`config.mk`:
```
export PLATFORM = sky130hd
export DESIGN_NAME = debounce_multi
export DESIGN_NICKNAME = d
export VERILOG_FILES = /design/src/rtl/debounce_multi.sv
export SDC_FILE = /design/constraint.sdc
export NUM_CORES = 1
export LEC_CHECK = 0
export ABC_AREA = 1
export CAP_MARGIN = 25
export CORE_MARGIN = 4
export CORE_UTILIZATION = 45
export CTS_CLUSTER_SIZE = 20
export DETAILED_ROUTE_END_ITERATION = 7
export PLACE_DENSITY_LB_ADDON = 0.25
export SYNTH_ARGS = -nofsm -noshare
export SYNTH_HDL_FRONTEND = slang
export SYNTH_SLANG_ARGS = --single-unit
export TNS_END_PERCENT = 10
```
`constraint.sdc`:
```
create_clock -name clk -period 4.8 [get_ports clk]
set_input_delay 0.48 -clock clk [delete_from_list [all_inputs] [get_ports clk]]
set_output_delay 0.48 -clock clk [all_outputs]
set_load 0.01 [all_outputs]
```
`src/rtl/debounce_multi.sv`:
```
// debounce_multi: N-channel input debouncer with per-channel lock/ack handshake, transition counters and a masked irq.
// Optional macro DEBOUNCE_MULTI_INVERT_EN adds a per-channel invert input applied after synchronisation.
module debounce_multi #(
    parameter int CHANNELS = 8,
    parameter int TIMER_W  = 16,
    parameter int CNT_W    = 8
) (
    input  logic                      clk,
    input  logic                      reset,
    input  logic [CHANNELS-1:0]       sig_in,
    input  logic [CHANNELS-1:0]       unlock,
`ifdef DEBOUNCE_MULTI_INVERT_EN
    input  logic [CHANNELS-1:0]       invert,
`endif
    input  logic [TIMER_W-1:0]        timeout,
    input  logic [CHANNELS-1:0]       irq_en,
    output logic [CHANNELS-1:0]       sig_out,
    output logic [CHANNELS-1:0]       sig_changed,
    output logic [CHANNELS*CNT_W-1:0] cycles,
    output logic                      irq
);
    typedef enum logic [1:0] {STABLE, BOUNCE1, BOUNCE2} filt_t;
    typedef enum logic {UNLOCKED, LOCKED} lock_t;
    logic [CHANNELS-1:0] s1, sig, d;
    // two-flop synchroniser for the raw asynchronous inputs
    always_ff @(posedge clk) begin
        s1  <= reset ? '0 : sig_in;
        sig <= reset ? '0 : s1;
    end
`ifdef DEBOUNCE_MULTI_INVERT_EN
    assign d = sig ^ invert;
`else
    assign d = sig;
`endif
    // interrupt lags the pending flags by one cycle
    always_ff @(posedge clk)
        irq <= reset ? 1'b0 : |(sig_changed & irq_en);
    for (genvar g = 0; g < CHANNELS; g++) begin : g_ch
        filt_t              fs, fs_n;
        lock_t              ls, ls_n;
        logic [TIMER_W-1:0] tmr, tmr_n, tmr_inc;
        logic [CNT_W-1:0]   cnt, cnt_n;
        logic               val, val_n, vc, so, so_n;
        // timer saturates so a maximal timeout can never wrap it back to zero
        assign tmr_inc = (&tmr) ? tmr : tmr + TIMER_W'(1);
        // filter and lock state registers
        always_ff @(posedge clk) begin
            if (reset) begin
                fs  <= STABLE;
                ls  <= UNLOCKED;
                tmr <= '0;
                val <= 1'b0;
                so  <= 1'b0;
                cnt <= '0;
            end else begin
                fs  <= fs_n;
                ls  <= ls_n;
                tmr <= tmr_n;
                val <= val_n;
                so  <= so_n;
                cnt <= cnt_n;
            end
        end
        // bounce filter: value follows d only after it holds for timeout+2 cycles past the first mismatch
        always_comb begin
            fs_n  = fs;
            tmr_n = tmr;
            val_n = val;
            vc    = 1'b0;
            case (fs)
                STABLE: if (d[g] != val) begin
                    fs_n  = BOUNCE1;
                    tmr_n = '0;
                end
                BOUNCE1: if (d[g] != val) begin
                    if (tmr > timeout) begin
                        val_n = d[g];
                        fs_n  = STABLE;
                        vc    = 1'b1;
                    end else tmr_n = tmr_inc;
                end else begin
                    fs_n  = BOUNCE2;
                    tmr_n = '0;
                end
                BOUNCE2: if (d[g] == val) begin
                    if (tmr > timeout) fs_n = STABLE;
                    else tmr_n = tmr_inc;
                end else begin
                    fs_n  = BOUNCE1;
                    tmr_n = '0;
                end
                default: fs_n = STABLE;
            endcase
        end
        // lock handshake: first edge latches sig_out, later edges only count until acknowledged
        always_comb begin
            ls_n  = ls;
            so_n  = so;
            cnt_n = vc ? cnt + CNT_W'(1) : cnt;
            if (ls == UNLOCKED && vc) begin
                ls_n = LOCKED;
                so_n = val_n;
            end else if (ls == LOCKED && unlock[g]) begin
                ls_n = UNLOCKED;
                so_n = val_n;
            end
        end
        assign sig_out[g]                 = so;
        assign sig_changed[g]             = (ls == LOCKED);
        assign cycles[g*CNT_W +: CNT_W]   = cnt;
    end
endmodule

```
**Word-level counts from Yosys, hierarchy flattened**

Cells that the tools add are included.

- Output and inout port bits: 81
- Register bits: 249
- Logic and storage cells: 349
- Bits of input ports: 42

- Bitwise gates (word level): 9
- Equal/unequal tests: 40
- Muxes and demuxes: 168
- $lt $le $gt $ge: 8
- Reductions and logical operators: 57
- Add/subtract/negate cells: 16

Operators by type and width:

| kind | number |
|---|---|
| two-way mux 16 bit | 40 |
| one-hot mux 16 bit (3 select lines) | 8 |
| adder 16 x 1 -> 16 bit, second input constant | 8 |
| > comparator 16 bit | 8 |
| AND reduction 16 bit | 8 |
| two-way mux 1 bit | 80 |
| adder 8 x 1 -> 8 bit, second input constant | 8 |
| two-way mux 2 bit | 32 |
| one-hot mux 2 bit (3 select lines) | 8 |
| nonzero test 3 bit | 8 |
| == test 2 x 1 -> 1 bit, second input constant | 8 |
| == test 2 bit, second input constant | 8 |
| logical AND 1 bit | 16 |
| zero test 2 bit | 8 |
| inequality test 2 bit, second input constant | 8 |
| AND reduction 2 bit | 8 |
| nonzero test 2 bit | 8 |
| AND 8 bit | 1 |
| == test 1 bit | 8 |
| inequality test 1 bit | 8 |
| NOT 1 bit | 8 |
| OR reduction 8 bit | 1 |

**Depth between registers and ports, before layout**

Gate-level depths: netlist of the first run.

- Depth in word-level cells: 6
- Depth in mapped cells: 19

**Least setup slack after synthesis of the first run**

OpenSTA, ideal clock, no wires.

- Path type: input port to flip-flop
- From: in timeout[9]
- To: reg g_ch[1].so
- Path slack: 2683 ps
- Data arrival time: 2006 ps
- Data required time: 4689 ps
- Library setup time: 111 ps
- Cell stages on the path: 15
- Cell sequence: inv_1 > ha_1 > nand2_1 > inv_1 > o21ai_0 > a21oi_1 > nor2_1 > nand2_1 > nand2_2 > buf_2 > nor2_1 > o21ai_0 > nand2_1 > inv_1 > nor2_1

- Longest elaborated chain between the ends: 6
- Elaborated cells between the ends (all ways): 11
- Classes of those cells: order compare: 1; mux: 8; reduce/logical: 2

Ends and longest elaborated chain:

| what | line | text |
|---|---|---|
| start, declared | 15 | `input logic [TIMER_W-1:0] timeout,` |
| > comparator 16 bit (*) | 76 | `if (tmr > timeout) begin` |
| two-way mux 1 bit | 76 |  |
| two-way mux 1 bit | 75 | `BOUNCE1: if (d[g] != val) begin` |
| two-way mux 1 bit | 70 | `case (fs)` |
| two-way mux 1 bit / logical AND 1 bit (equally long branches) | 103, 100 |  |
| two-way mux 1 bit / nonzero test 2 bit (equally long branches) | n/a |  |
| end signal, assigned | 60 | `so <= so_n;` |
| end, declared | 43 | `logic val, val_n, vc, so, so_n;` |

Mark *: on every way between the ends. The rest lies on a longest branch, timed or not. The select of a mux whose other input is x is not followed.
A chain may end at the register's enable or synchronous reset.

**Final worst setup path of the first run**

- From: in timeout[15]
- To: reg g_ch[6].cnt[1]

- Longest elaborated chain between the ends: 4

Ends and longest elaborated chain:

| what | line | text |
|---|---|---|
| > comparator 16 bit | 76 |  |
| two-way mux 1 bit | 76 |  |
| two-way mux 1 bit | 75 |  |
| two-way mux 1 bit | 70 |  |
| end signal, assigned | 61 | `cnt <= cnt_n;` |
| end, declared | 42 | `logic [CNT_W-1:0] cnt, cnt_n;` |

Every way passes these cells.

==> results of run 1 <==
==> report_power, final <==
part	switching, W	total [W]	leakage [nW]	internal (W)
logic	0.000536	0.000762	6.27	0.000225
registers	0.0000554	0.00217	2.01	0.00211
clock network	0.000929	0.00235	0.506	0.00142
==> registers in the layout, indices dropped and copies added, names as in the netlist <==
register,count
g_ch.so,8
g_ch.ls,8
d,8
irq,1
g_ch.cnt,64
s1,8
g_ch.val,8
g_ch.fs,16
g_ch.tmr,128
==> Yosys cell counts (10+ instances only) <==
cell type | number | area [um2]
sky130_fd_sc_hd__nand3_2 | 12 | 120
sky130_fd_sc_hd__nand4_1 | 51 | 319
sky130_fd_sc_hd__ha_1 | 176 | 2200
sky130_fd_sc_hd__nand2_2 | 23 | 144
sky130_fd_sc_hd__xor2_1 | 29 | 254
sky130_fd_sc_hd__nand3b_1 | 11 | 82.6
sky130_fd_sc_hd__nor3_1 | 47 | 235
sky130_fd_sc_hd__nand3_1 | 212 | 1060
sky130_fd_sc_hd__clkbuf_1 | 32 | 120
sky130_fd_sc_hd__nor2_1 | 233 | 875
sky130_fd_sc_hd__inv_2 | 17 | 63.8
sky130_fd_sc_hd__buf_4 | 22 | 165
sky130_fd_sc_hd__buf_2 | 16 | 80.1
sky130_fd_sc_hd__nor2_2 | 15 | 93.8
sky130_fd_sc_hd__o21bai_1 | 10 | 75.1
sky130_fd_sc_hd__dfxtp_1 | 249 | 4980
sky130_fd_sc_hd__inv_1 | 392 | 1470
sky130_fd_sc_hd__xnor2_1 | 12 | 105
sky130_fd_sc_hd__o211ai_1 | 26 | 195
sky130_fd_sc_hd__nand2_1 | 684 | 2570
sky130_fd_sc_hd__a21oi_1 | 255 | 1280
sky130_fd_sc_hd__o21ai_0 | 144 | 721
sky130_fd_sc_hd__a31oi_1 | 10 | 62.6
==> cell type report <==
cell class | instances | share of cell area, %
clock inverter | 10 | 0.663
tap | 525 | 3.20
inverter | 413 | 7.56
timing repair buffer | 125 | 6.10
multi-input combinational | 2033 | 54.0
clock buffer | 43 | 4.28
sequential | 249 | 24.2
==> metrics by stage <==
stage,cells,worst slack (ps)
after floorplan,2773,2680
after global placement,3345,1420
after detailed placement,3345,1360
after CTS,3398,1930
after global routing,3398,1650
final,3398,1860
==> worst max-delay path, stage by stage <==
cell and delay [ps]:
sky130_fd_sc_hd__clkdlybuf4s50_1 450, sky130_fd_sc_hd__inv_1 270, sky130_fd_sc_hd__ha_1 440, sky130_fd_sc_hd__nand2_1 90, sky130_fd_sc_hd__nor3_1 290, sky130_fd_sc_hd__nand2_1 90, sky130_fd_sc_hd__nand2_1 80, sky130_fd_sc_hd__nand2_2 260
sky130_fd_sc_hd__nor2_2 400, sky130_fd_sc_hd__inv_1 190, sky130_fd_sc_hd__o21ai_0 240, sky130_fd_sc_hd__a21oi_1 100
==> worst paths after layout <==
| check | from | end | slack, ps |
|---|---|---|---|
| hold reg to reg | s1[1]$_SDFF_PP0_ | d[1]$_SDFF_PP0_ | 400 |
| setup / recovery | timeout[15] | g_ch[6].cnt[1]$_SDFFE_PP0P_ | 1860 |
| setup reg to reg | g_ch[6].tmr[11]$_SDFFE_PP0P_ | g_ch[6].cnt[1]$_SDFFE_PP0P_ | 2170 |
| hold / removal | reset | g_ch[3].val$_SDFF_PP0_ | 340 |
==> cell usage in the layout (no fill, tap or decap), types with 3 or more instances in the layout <==
cell	n
sky130_fd_sc_hd__nand2_1	684
sky130_fd_sc_hd__inv_1	391
sky130_fd_sc_hd__a21oi_1	255
sky130_fd_sc_hd__dfxtp_1	249
sky130_fd_sc_hd__nor2_1	233
sky130_fd_sc_hd__nand3_1	212
sky130_fd_sc_hd__ha_1	176
sky130_fd_sc_hd__o21ai_0	144
sky130_fd_sc_hd__clkdlybuf4s50_1	121
sky130_fd_sc_hd__nand4_1	51
sky130_fd_sc_hd__nor3_1	47
sky130_fd_sc_hd__clkbuf_16	30
sky130_fd_sc_hd__xor2_1	29
sky130_fd_sc_hd__o211ai_1	26
sky130_fd_sc_hd__nand2_2	23
sky130_fd_sc_hd__inv_2	17
sky130_fd_sc_hd__nor2_2	15
sky130_fd_sc_hd__nand3_2	12
sky130_fd_sc_hd__xnor2_1	12
sky130_fd_sc_hd__nand3b_1	11
sky130_fd_sc_hd__a31oi_1	10
sky130_fd_sc_hd__clkinv_2	10
sky130_fd_sc_hd__o21bai_1	10
sky130_fd_sc_hd__o21ai_1	9
sky130_fd_sc_hd__nor2_4	9
sky130_fd_sc_hd__clkbuf_8	8
sky130_fd_sc_hd__a21o_1	7
sky130_fd_sc_hd__a21oi_2	7
sky130_fd_sc_hd__o22ai_1	7
sky130_fd_sc_hd__or2_1	6
sky130_fd_sc_hd__nor4_1	5
sky130_fd_sc_hd__clkbuf_1	5
sky130_fd_sc_hd__nor3_2	4
sky130_fd_sc_hd__o211ai_2	3
sky130_fd_sc_hd__nand4_2	3
sky130_fd_sc_hd__a21boi_0	3
sky130_fd_sc_hd__a22oi_1	3
sky130_fd_sc_hd__bufinv_16	3
sky130_fd_sc_hd__buf_4	3
==> metal layers <==
metal / up-vias / global-route usage (%) / part of all wire, %
met2: 483 / 37.8 / 49
li1: 9231 / - / -
met4: 0 / 7.16 / 2.6
met3: 99 / 3.05 / 5.4
met1: 8204 / 26.6 / 43
met5: - / 0 / 0
==> kinds of logic after synthesis <==
kind of cell    count (synthesis)  synth area share, %
flops                         249                 27.6
buf+inv                       491                 11.1
compound gates                493                 14.9
simple gates                 1321                 32.1
xor+xnor                       43                 2.17
fa+ha+maj                     176                 12.2
==> metrics.txt, run 1 <==
routability congestion estimate from global placement=0.896; Post-synth top flop=sky130_fd_sc_hd__dfxtp_1; leakage power figure=8.79 nW; initial antenna violation count=0; overall via count from detail_route=18017; # setup viols final=0; Syn-to-layout area delta=13.7%; setup_tns=0 ps; number of sinks on the clock net=249; sum of routed wire length over all layers=49.3 mm; Final Core Density=51.7%; via count of the first global-routing pass=16704; peak clock frequency supported by timing=0.340 GHz; worst voltage drop across the vdd grid=281 uV; pwr dens=257 nW/um2; worst setup path category=in2reg; Syn Std Cell Area=18100 um2; Remaining Overflow, GRT=0; total number of H-tree levels=1; port bufs=122; Layout fillers=3937; Detailed Place HPWL=35.9 mm; average vias per placed instance=5.30; post-cts repair resize count=0; count of unresolved DRC violations after routing=0; maximum number of pins on one net before global-route repair=113; Setup crit end kind=flip-flop; fraction of synthesis flops using an asynchronous set or reset pin=0%; sequential element share of the synthesized area=27.6%; area post-placement=19500 um2; worst-case hold slack=336 ps; total routing resource utilization after global routing=21.3%; largest clock skew in the final design=9.26 ps; maximum buffer depth of the clock tree=3; post-DR wirelength/cell=14.5 um; run status=completed; highest net fanout along the worst path=22; first-pass GRT wire length=79.8 mm; CTS tree=yes; max_slew headroom=39.2%; final period demand of the worst path=2940 ps; Core Area=39700 um2; EDFF count, synth=0; path depth of the worst reg2reg path=10; post-route fraction of the period consumed by the critical path=61.3%; fraction of final layout cells with drive strength greater than 1=5.46%; x dimension of the die=208 um; Final Hold Viols=0; Initial Utilization=45.5%; worst hold path depth=2; drt first-iter violations=1092; Post CTS Setup Buffer Count=0; class of the tightest hold or removal check=in2reg; fin nets=3070; clock transition at the register clock pins on the worst setup and hold paths after CTS=60 ps; number of routed nets with antenna violations=0; Reg area=4980 um2; height of the chip=208 um; diode count=0; source-to-sink clock delay at the later pin of the worst-skew pair=580 ps; area used by multi-input combinational logic=11100 um2; root buffer cell=sky130_fd_sc_hd__clkbuf_16; flop and latch count out of synthesis=249; pins over their slew limit=0; Worst setup SP type=input pin; count of synthesis-stage warnings from yosys=0; synthesized area divided by synthesized cell count=6.52 um2; number of primary I/O pins=123; Finished Cell Area=20600 um2; distinct cell type count after synthesis=52; row count=73; total design power=0.00528 W; WP data required=5250 ps; reported max-cap violation count=0; cts hold-fix bufs=0; first-pass detailed-route iteration total=5; die outline area=43400 um2; clock buffer count from CTS=30; actual transition at the worst max-transition pin=911 ps; post-synthesis cell count=2773; setup repair after global routing missed its margin=false; Synthesized Nets=2991; Arrival @ worst endpoint=3390 ps
Power figures use the tool's default switching activity.
==> inputs of run 2 (changes only) <==
clock period = 3 ns   (was 4.8 ns; I/O delays follow)
==> run 2 against run 1 <==
Net effect:
- power increased by 70%
- sequential cell count unchanged
- cell count increased by 1.1%
- design area increased by 2.5%
- combinational power increased by 63%
- setup slack got worse by 1300 ps
- largest cell class unchanged
- highest routed layer unchanged
==> metrics.txt, run 2 (synthesis results as in run 1) <==
run status=completed; sum of routed wire length over all layers=49.2 mm (about the same); initial antenna violation count=0 (unchanged); met2 track utilization from global routing=37.9% (+0.13 points); first-pass GRT wire length=81.7 mm (+2.3%); fin nets=3102 (+1.0%); Setup crit end kind=flip-flop; pwr dens=425 nW/um2 (+66%); most common cell after layout, fill and taps aside=sky130_fd_sc_hd__nand2_1; total number of H-tree levels=1 (unchanged); leakage power figure=9.05 nW (+3.0%); clock transition at the register clock pins on the worst setup and hold paths after CTS=60 ps (about the same); row count=73 (unchanged); actual transition at the worst max-transition pin=996 ps (+85.5 ps); Remaining Overflow, GRT=0 (unchanged); Core Area=39700 um2 (unchanged); maximum number of pins on one net before global-route repair=82 (-27%); highest net fanout along the worst path=15 (-32%); Top Registers=g_ch.tmr x128, g_ch.cnt x64, g_ch.fs x16; met3 track demand over resource=3.11% (+0.060 points); Reg area=4980 um2 (unchanged); # setup viols final=0 (unchanged); routability congestion estimate from global placement=0.886 (-1.1%); CTS tree=yes; clock buffer count from CTS=31 (+3.3%); final period demand of the worst path=2440 ps; number of flip-flops in the largest register=128 (unchanged); pins over their slew limit=0 (unchanged); worst-case hold slack=242 ps (-93.7 ps); cts hold-fix bufs=0 (unchanged); area used by multi-input combinational logic=11100 um2 (unchanged); Worst setup SP type=flip-flop; post-cts repair resize count=0 (unchanged); average vias per placed instance=5.24 (-1.1%); port bufs=122 (unchanged); Initial Utilization=45.5% (unchanged); largest clock skew in the final design=11.4 ps (+2.17 ps); class of the tightest hold or removal check=in2reg; post-route fraction of the period consumed by the critical path=81.3%; peak clock frequency supported by timing=0.410 GHz; total routing resource utilization after global routing=21.7% (+0.43 points); count of unresolved DRC violations after routing=0 (unchanged); setup_tns=0 ps (unchanged); max_slew headroom=33.6% (-5.6 points); number of sinks on the clock net=249 (unchanged); Detailed Place HPWL=36.0 mm (+0.42%); number of routed nets with antenna violations=0 (unchanged); first-pass detailed-route iteration total=5 (unchanged); root buffer cell=sky130_fd_sc_hd__clkbuf_16; WP data required=3510 ps (-1740 ps); Biggest register=g_ch.tmr; met1 Use GR=27.4% (+0.83 points); height of the chip=208 um (unchanged); post-route setup slack=562 ps (-1300 ps); worst setup path category=reg2reg; Post CTS Setup Buffer Count=0 (unchanged); fraction of final layout cells with drive strength greater than 1=6.74% (+1.3 points); diode count=0 (unchanged); Arrival @ worst endpoint=2950 ps (-440 ps); die outline area=43400 um2 (unchanged); Layout fillers=3896 (-1.0%); Inst Count DP=3376 (+0.93%); source-to-sink clock delay at the later pin of the worst-skew pair=580 ps (about the same); via count of the first global-routing pass=17016 (+1.9%); post-DR wirelength/cell=14.3 um (-1.1%); setup repair after global routing missed its margin=false; highest-utilization routing layer at the global route stage=met2; number of primary I/O pins=123 (unchanged); most frequent cells in the layout=684 x sky130_fd_sc_hd__nand2_1, 391 x sky130_fd_sc_hd__inv_1, 255 x sky130_fd_sc_hd__a21oi_1; drt first-iter violations=1060 (-2.9%); Final Hold Viols=0 (unchanged); maximum buffer depth of the clock tree=3 (unchanged); worst slack, placed=62.8 ps (-1300 ps); reported max-cap violation count=0 (unchanged); worst voltage drop across the vdd grid=416 uV (+48%); x dimension of the die=208 um (unchanged); final cell count without fillers=3434 (+1.1%); overall via count from detail_route=18008 (-0.050%); Syn-to-layout area delta=16.6%
-- run 2: cell count changes in the layout (fill, tap and decap cells not counted), sizes merged --
cell,change
clkbuf,-8
buf,+31
inv,+1
bufinv,+6
clkinvlp,+3
clkinv,+3
-- run 2: through the flow --
stage	instance area [um2]	utilization (%)	power [W]
CTS	21100	53.0	0.00906
global placement	19900	50.1	0.00473
finish	21100	53.0	0.00896
floorplan	18100	-	0.00439
detailed placement	19900	50.1	0.00478
global route	21100	53.0	0.00939
-- run 2: cell type report --
class                   count  area share [%]
inverters                 413            7.38
clock inverters            23            1.67
repair buffers            156            7.71
flip-flops and latches    249            23.7
multi-input cells        2033            52.6
clock buffers              35            3.85
well taps                 525            3.12
-- run 2: metal layers --
| layer | vias up | share of wire (%) |
|---|---|---|
| met3 | 101 | 5.5 |
| met2 | 500 | 47 |
| li1 | 9277 | - |
| met4 | 0 | 3.7 |
| met1 | 8130 | 43 |
| met5 | - | 0 |
-- run 2: worst paths after layout --
path,endpoint,from,cells after the start,slack [ps]
max reg2reg,g_ch[3].tmr[0]$_SDFFE_PP0P_,g_ch[3].fs[1]$_SDFFE_PP0P_,11,560
min reg2reg,d[6]$_SDFF_PP0_,s1[6]$_SDFF_PP0_,2,400
min,s1[7]$_SDFF_PP0_,sig_in[7],3,240
max,g_ch[3].tmr[0]$_SDFFE_PP0P_,g_ch[3].fs[1]$_SDFFE_PP0P_,11,560
-- run 2: where the power goes --
group	switching, W	internal (W)
Sequential	0.0000882	0.00338
Combinational	0.000857	0.000385
Clock	0.00154	0.00271
Total	0.00249	0.00647
-- run 2: critical path, cell delays in order (launching register included) --
cell and delay, ps:
sky130_fd_sc_hd__dfxtp_1 420, sky130_fd_sc_hd__inv_1 90, sky130_fd_sc_hd__ha_1 190, sky130_fd_sc_hd__nand2_1 90, sky130_fd_sc_hd__nand2_1 360, sky130_fd_sc_hd__inv_1 360, sky130_fd_sc_hd__nand3_1 200, sky130_fd_sc_hd__inv_2 270
sky130_fd_sc_hd__nand3_1 110, sky130_fd_sc_hd__nand2_1 90, sky130_fd_sc_hd__nand2_1 40, sky130_fd_sc_hd__a31oi_1 140
